<file path="config.mk">
export PLATFORM = sky130hd
export DESIGN_NAME = avr_pp_sequencer
export DESIGN_NICKNAME = d
export VERILOG_FILES = /design/src/rtl/avr_pp_sequencer.sv
export SDC_FILE = /design/constraint.sdc
export NUM_CORES = 1
export LEC_CHECK = 0
export BUFFER_PORTS_ARGS = -buffer_cell sky130_fd_sc_hd__buf_2
export CAP_MARGIN = 20
export CORE_MARGIN = 3
export CORE_UTILIZATION = 50
export DETAILED_ROUTE_END_ITERATION = 8
export PLACE_DENSITY = 0.75
export SLEW_MARGIN = 20
export SYNTH_ARGS = -nofsm -noshare
export SYNTH_HDL_FRONTEND = slang
export SYNTH_SLANG_ARGS = --single-unit
</file>
<file path="constraint.sdc">
create_clock -name osc_in -period 1.85 [get_ports osc_in]
set_input_delay 0.4625 -clock osc_in [delete_from_list [all_inputs] [get_ports osc_in]]
set_output_delay 0.4625 -clock osc_in [all_outputs]
set_load 0.01 [all_outputs]
</file>
<file path="src/rtl/avr_pp_sequencer.sv">
// avr_pp_sequencer: AVR high-voltage parallel programming pin sequencer
module avr_pp_sequencer #(
  parameter int PULSE_CYCLES = 12,
  parameter int RDY_TIMEOUT = 24000
) (
  input  logic       osc_in,
  input  logic       rst,
  input  logic       cmd_valid,
  output logic       cmd_ready,
  input  logic [2:0] cmd_op,
  input  logic [7:0] cmd_data,
  output logic       rsp_valid,
  output logic [7:0] rsp_data,
  output logic       rsp_err,
  output logic       dut_xa0,
  output logic       dut_xa1,
  output logic       dut_bs1,
  output logic       dut_bs2,
  output logic       dut_xtal,
  output logic       dut_pagel,
  output logic       dut_oe,
  output logic       dut_wr,
  output logic [7:0] dut_dout,
  output logic       dut_dout_en,
  input  logic [7:0] dut_din,
  input  logic       dut_rdy
);
  typedef enum logic [3:0] {IDLE, SETUP, XTAL_HI, WR_LO, WR_REC, WAIT_RDY, OE_LO, PAGEL_HI, DONE} state_t;
  localparam logic [7:0] PL = 8'(PULSE_CYCLES - 1);
  localparam logic [19:0] TL = 20'(RDY_TIMEOUT - 1);
  state_t state;
  logic [2:0] op;
  logic [7:0] cnt;
  logic [19:0] tmo;
  logic last;
  assign cmd_ready = state == IDLE;
  assign last = cnt == 8'd0;
  // Sequencer: pins are set on the edge entering each state so they are stable for the whole state
  always_ff @(posedge osc_in) begin
    if (rst) begin
      state <= IDLE;
      op <= 3'd0;
      cnt <= 8'd0;
      tmo <= 20'd0;
      rsp_valid <= 1'b0;
      rsp_data <= 8'd0;
      rsp_err <= 1'b0;
      dut_xa0 <= 1'b0;
      dut_xa1 <= 1'b0;
      dut_bs1 <= 1'b0;
      dut_bs2 <= 1'b0;
      dut_xtal <= 1'b0;
      dut_pagel <= 1'b0;
      dut_oe <= 1'b1;
      dut_wr <= 1'b1;
      dut_dout <= 8'd0;
      dut_dout_en <= 1'b0;
    end else begin
      rsp_valid <= 1'b0;
      case (state)
        IDLE: if (cmd_valid) begin
          op <= cmd_op;
          state <= SETUP;
          dut_dout_en <= cmd_op != 3'd6;
          if (cmd_op <= 3'd4) begin
            dut_xa1 <= cmd_op == 3'd0;
            dut_xa0 <= cmd_op >= 3'd3;
            dut_bs1 <= cmd_op == 3'd2 || cmd_op == 3'd4;
            dut_bs2 <= 1'b0;
            dut_dout <= cmd_data;
          end else if (cmd_op == 3'd6) begin
            dut_xa1 <= 1'b0;
            dut_xa0 <= 1'b0;
            dut_bs1 <= cmd_data[0];
            dut_bs2 <= cmd_data[1];
          end
        end
        SETUP: begin
          cnt <= PL;
          case (op)
            3'd5: begin dut_wr <= 1'b0; state <= WR_LO; end
            3'd6: begin dut_oe <= 1'b0; state <= OE_LO; end
            3'd7: begin dut_pagel <= 1'b1; state <= PAGEL_HI; end
            default: begin dut_xtal <= 1'b1; state <= XTAL_HI; end
          endcase
        end
        XTAL_HI: if (last) begin
          dut_xtal <= 1'b0;
          state <= DONE;
          rsp_valid <= 1'b1;
          rsp_err <= 1'b0;
          rsp_data <= 8'd0;
        end else cnt <= cnt - 8'd1;
        WR_LO: if (last) begin
          dut_wr <= 1'b1;
          cnt <= PL;
          state <= WR_REC;
        end else cnt <= cnt - 8'd1;
        WR_REC: if (last) begin
          tmo <= 20'd0;
          state <= WAIT_RDY;
        end else cnt <= cnt - 8'd1;
        WAIT_RDY: if (dut_rdy || tmo == TL) begin
          state <= DONE;
          rsp_valid <= 1'b1;
          rsp_err <= !dut_rdy;
          rsp_data <= 8'd0;
        end else tmo <= tmo + 20'(tmo != '1);
        OE_LO: if (last) begin
          dut_oe <= 1'b1;
          state <= DONE;
          rsp_valid <= 1'b1;
          rsp_err <= 1'b0;
          rsp_data <= dut_din;
        end else cnt <= cnt - 8'd1;
        PAGEL_HI: if (last) begin
          dut_pagel <= 1'b0;
          state <= DONE;
          rsp_valid <= 1'b1;
          rsp_err <= 1'b0;
          rsp_data <= 8'd0;
        end else cnt <= cnt - 8'd1;
        DONE: begin
          state <= IDLE;
          dut_dout_en <= 1'b0;
        end
        default: state <= IDLE;
      endcase
    end
  end
endmodule

</file>
==> flow_metrics.env <==
export IMPL_status="complete, but fails checks"
export IMPL_violations="negative setup slack"
export IMPL_leakagePower_nw=1.91
export IMPL_internal_power_mw=3.65
export IMPL_yosysTopAreaCell="dfxtp_1"
export IMPL_yosysMostFrequentCell="dfxtp_1"
export IMPL_fmax_mhz=475
export IMPL_yosys_top_cells_count="dfxtp_1 (62), nand2_1 (43), nor2_1 (41)"
export IMPL_setup_viol=41
export IMPL_reg2reg_depth=6
export IMPL_power_frac_clock=0.183
export IMPL_synth_enable_flop_cells=0
export IMPL_synth_area_mm2=0.00300
export IMPL_ios=51
export IMPL_synth_cells=354
export IMPL_r2r_setup_slack_ns=-0.25
export IMPL_num_rows=27
export IMPL_final_nets=509
export IMPL_grt_max_degree=18
export IMPL_core_area_mm2=0.00564
export IMPL_drc=0
export IMPL_p_sw_mw=2.42
export IMPL_tightest_slew_ns=0.559
export IMPL_end_kind="flop"
export IMPL_grt_overflow=0
export IMPL_viasPerCell=6.03
export IMPL_portBuffers=50
export IMPL_drtAntennaViolNets=0
export IMPL_cts_path_max_buffers=2
export IMPL_die_w_um=83.4
export IMPL_cts_made_buffers=9
export IMPL_n_fill_cell=304
export IMPL_dr_pass1_iters=6
export IMPL_clock_skew_ns=0.0111
export IMPL_finalHoldViolations=0
export IMPL_clkLatencyLatePin_ns=0.36
export IMPL_wl_per_cell_um=19.9
export IMPL_ys_flop_type="dfxtp_1"
export IMPL_total_power_mw=6.07
export IMPL_drv_cap=0
export IMPL_worst_setup_path_start_kind="flop"
export IMPL_vdd_drop_max_mv=1.21
export IMPL_chipHeight_um=83.4
export IMPL_syn_to_final_growth_pct=57.8
export IMPL_dpl_instance_area_mm2=0.00383
export IMPL_design_die_area_mm2=0.00696
export IMPL_vias=3372
export IMPL_ys_async_sr_fraction=0
export IMPL_netSwitchingFraction=0.399
export IMPL_grt_pass1_wl_um=15400
export IMPL_htreeDepth=3
export IMPL_ys_seq_elements=62
export IMPL_crit_type="flop to flop"
export IMPL_cp_data_required_time_ns=2.14
export IMPL_slew_headroom=0.622
export IMPL_critPathArrivalTime_ns=2.39
export IMPL_grt_pass1_vias=3277
export IMPL_finalWirelength_um=11100
export IMPL_setup_ws_ns=-0.254
export IMPL_drv_slew=0
export IMPL_globalplace_congestion=0.880
export IMPL_syn_num_nets=381
export IMPL_cts_tree="yes"
export IMPL_min_path_cells=3
export IMPL_drive_gt1_frac=0.503
export IMPL_synth_warnings=0
export IMPL_first_iter_violations=198
export IMPL_fin_area_mm2=0.00473
export IMPL_fin_crit_ns=2.10
export IMPL_syn_mean_instance_area_um2=8.47
export IMPL_yosys_top_cells_area="dfxtp_1 (41%), mux2i_1 (6.0%), nand2_1 (5.4%), nor2_1 (5.1%), a21oi_1 (4.2%)"
export IMPL_combPwrFrac=0.542
export IMPL_seqPwrFrac=0.275
export IMPL_cts_root_buf="clkbuf_8"
export IMPL_finalCritPeriodShare=1.14
export IMPL_ys_types=52
export IMPL_cts_clk_slew_worst_paths_ns=0.08
export IMPL_antenna_cells=0
export IMPL_grt_antenna_before_repair=0
export IMPL_place_hpwl_um=5740
export IMPL_track_usage=0.271
export IMPL_start_util=0.531
export IMPL_hold_path_class="primary input to flop"
export IMPL_yosys_area_top_type_share=0.414
export IMPL_p_per_area_mw_per_mm2=1280
export IMPL_path_max_fanout=6
export IMPL_cts_sinks=62
export IMPL_synth_seq_area_share=0.414
export IMPL_rsz0062_at_grt="yes"
[flip-flops by register name (all words and copies together) (netlist names)]
signal	count
cnt	8
dut_bs1	1
dut_bs2	1
dut_dout	8
dut_dout_en	1
dut_oe	1
dut_pagel	1
dut_wr	1
dut_xa0	1
dut_xa1	1
dut_xtal	1
op	3
rsp_data	8
rsp_err	1
rsp_valid	1
state	4
tmo	20
[through the flow]
step,TNS [ns],utilization,hold WS [ns],cells,setup slack [ns]
global placement,-2.99,0.679,0.442,528,-0.160
finish,-6.25,0.838,0.340,559,-0.254
CTS,-3.59,0.768,0.336,551,-0.173
detailed placement,-4.19,0.679,0.450,528,-0.200
global route,-9.00,0.838,0.346,559,-0.318
floorplan,-0.710,-,0.454,354,-0.0645
[what timing repair did]
item	CTS	global route
pin swaps	34	47
hold buffers	0	0
setup endpoints to repair	39	47
setup buffers	9	12
resized for setup	69	73
cloned	0	2
[cell type report]
type / count / area (um2) / share of cell area
clock buffers: 10 / 138 / 0.0291
clock inverters: 6 / 37.5 / 0.00794
inverters: 10 / 37.5 / 0.00794
multi-input cells: 263 / 2110 / 0.447
flip-flops and latches: 62 / 1260 / 0.266
well taps: 72 / 90.1 / 0.0190
repair buffers: 136 / 1060 / 0.224
[worst paths after layout]
path	startpoint	end
min reg2reg	dut_bs1	dut_bs1
max reg2reg	state[3]	tmo[8]
min	cmd_data[4]	dut_dout[4]
max	state[3]	tmo[8]
[routing by layer]
layer / part of all wire / GRT usage / up-vias
li1: - / - / 1529
met1: 0.37 / 0.324 / 1620
met2: 0.53 / 0.464 / 173
met3: 0.059 / 0.0595 / 50
met4: 0.043 / 0.117 / 0
met5: 0 / 0 / -
[worst max-delay path, stage by stage (launching register included)]
cell and delay [ns]:
dfxtp_2 0.34, or4b_4 0.55, nor3_4 0.28, buf_6 0.16, nor2_4 0.06, or4_4 0.52
a21oi_2 0.13
[power by group through the flow]
stage	logic [mW]	clock network, mW	registers (mW)
floorplan	1.21	0	1.70
global placement	2.03	0	1.65
detailed placement	2.08	0	1.66
CTS	2.65	1.09	1.65
global route	3.46	1.17	1.68
finish	3.29	1.11	1.67
[cells by family (layout without fill, tap and decap cells)]
family / count (synthesis) / in the layout / share of synthesized area
simple gates: 149 / 149 / 0.254
xor+xnor: 15 / 15 / 0.0438
fa+ha+maj: 4 / 4 / 0.0167
mux: 19 / 19 / 0.0639
flops: 62 / 62 / 0.414
compound gates: 76 / 76 / 0.169
buf+inv: 29 / 162 / 0.0388
[cells in the final DEF, fill, tap and decap left out, drive strengths merged, types with 4 or more instances in the layout]
cell     count
nand2       43
a211oi       6
dfxtp       62
inv         10
buf        134
xor2         8
a21oi       26
or4          8
nand3       10
and3         4
ha           4
nor4         5
xnor2        7
mux2i       18
o2111ai      8
nor3         6
nor4b        4
o21ai       14
nor2        43
nand4        5
clkbuf      12
o31ai        5
or3          4
No activity file was read; power rests on OpenSTA's default activity.
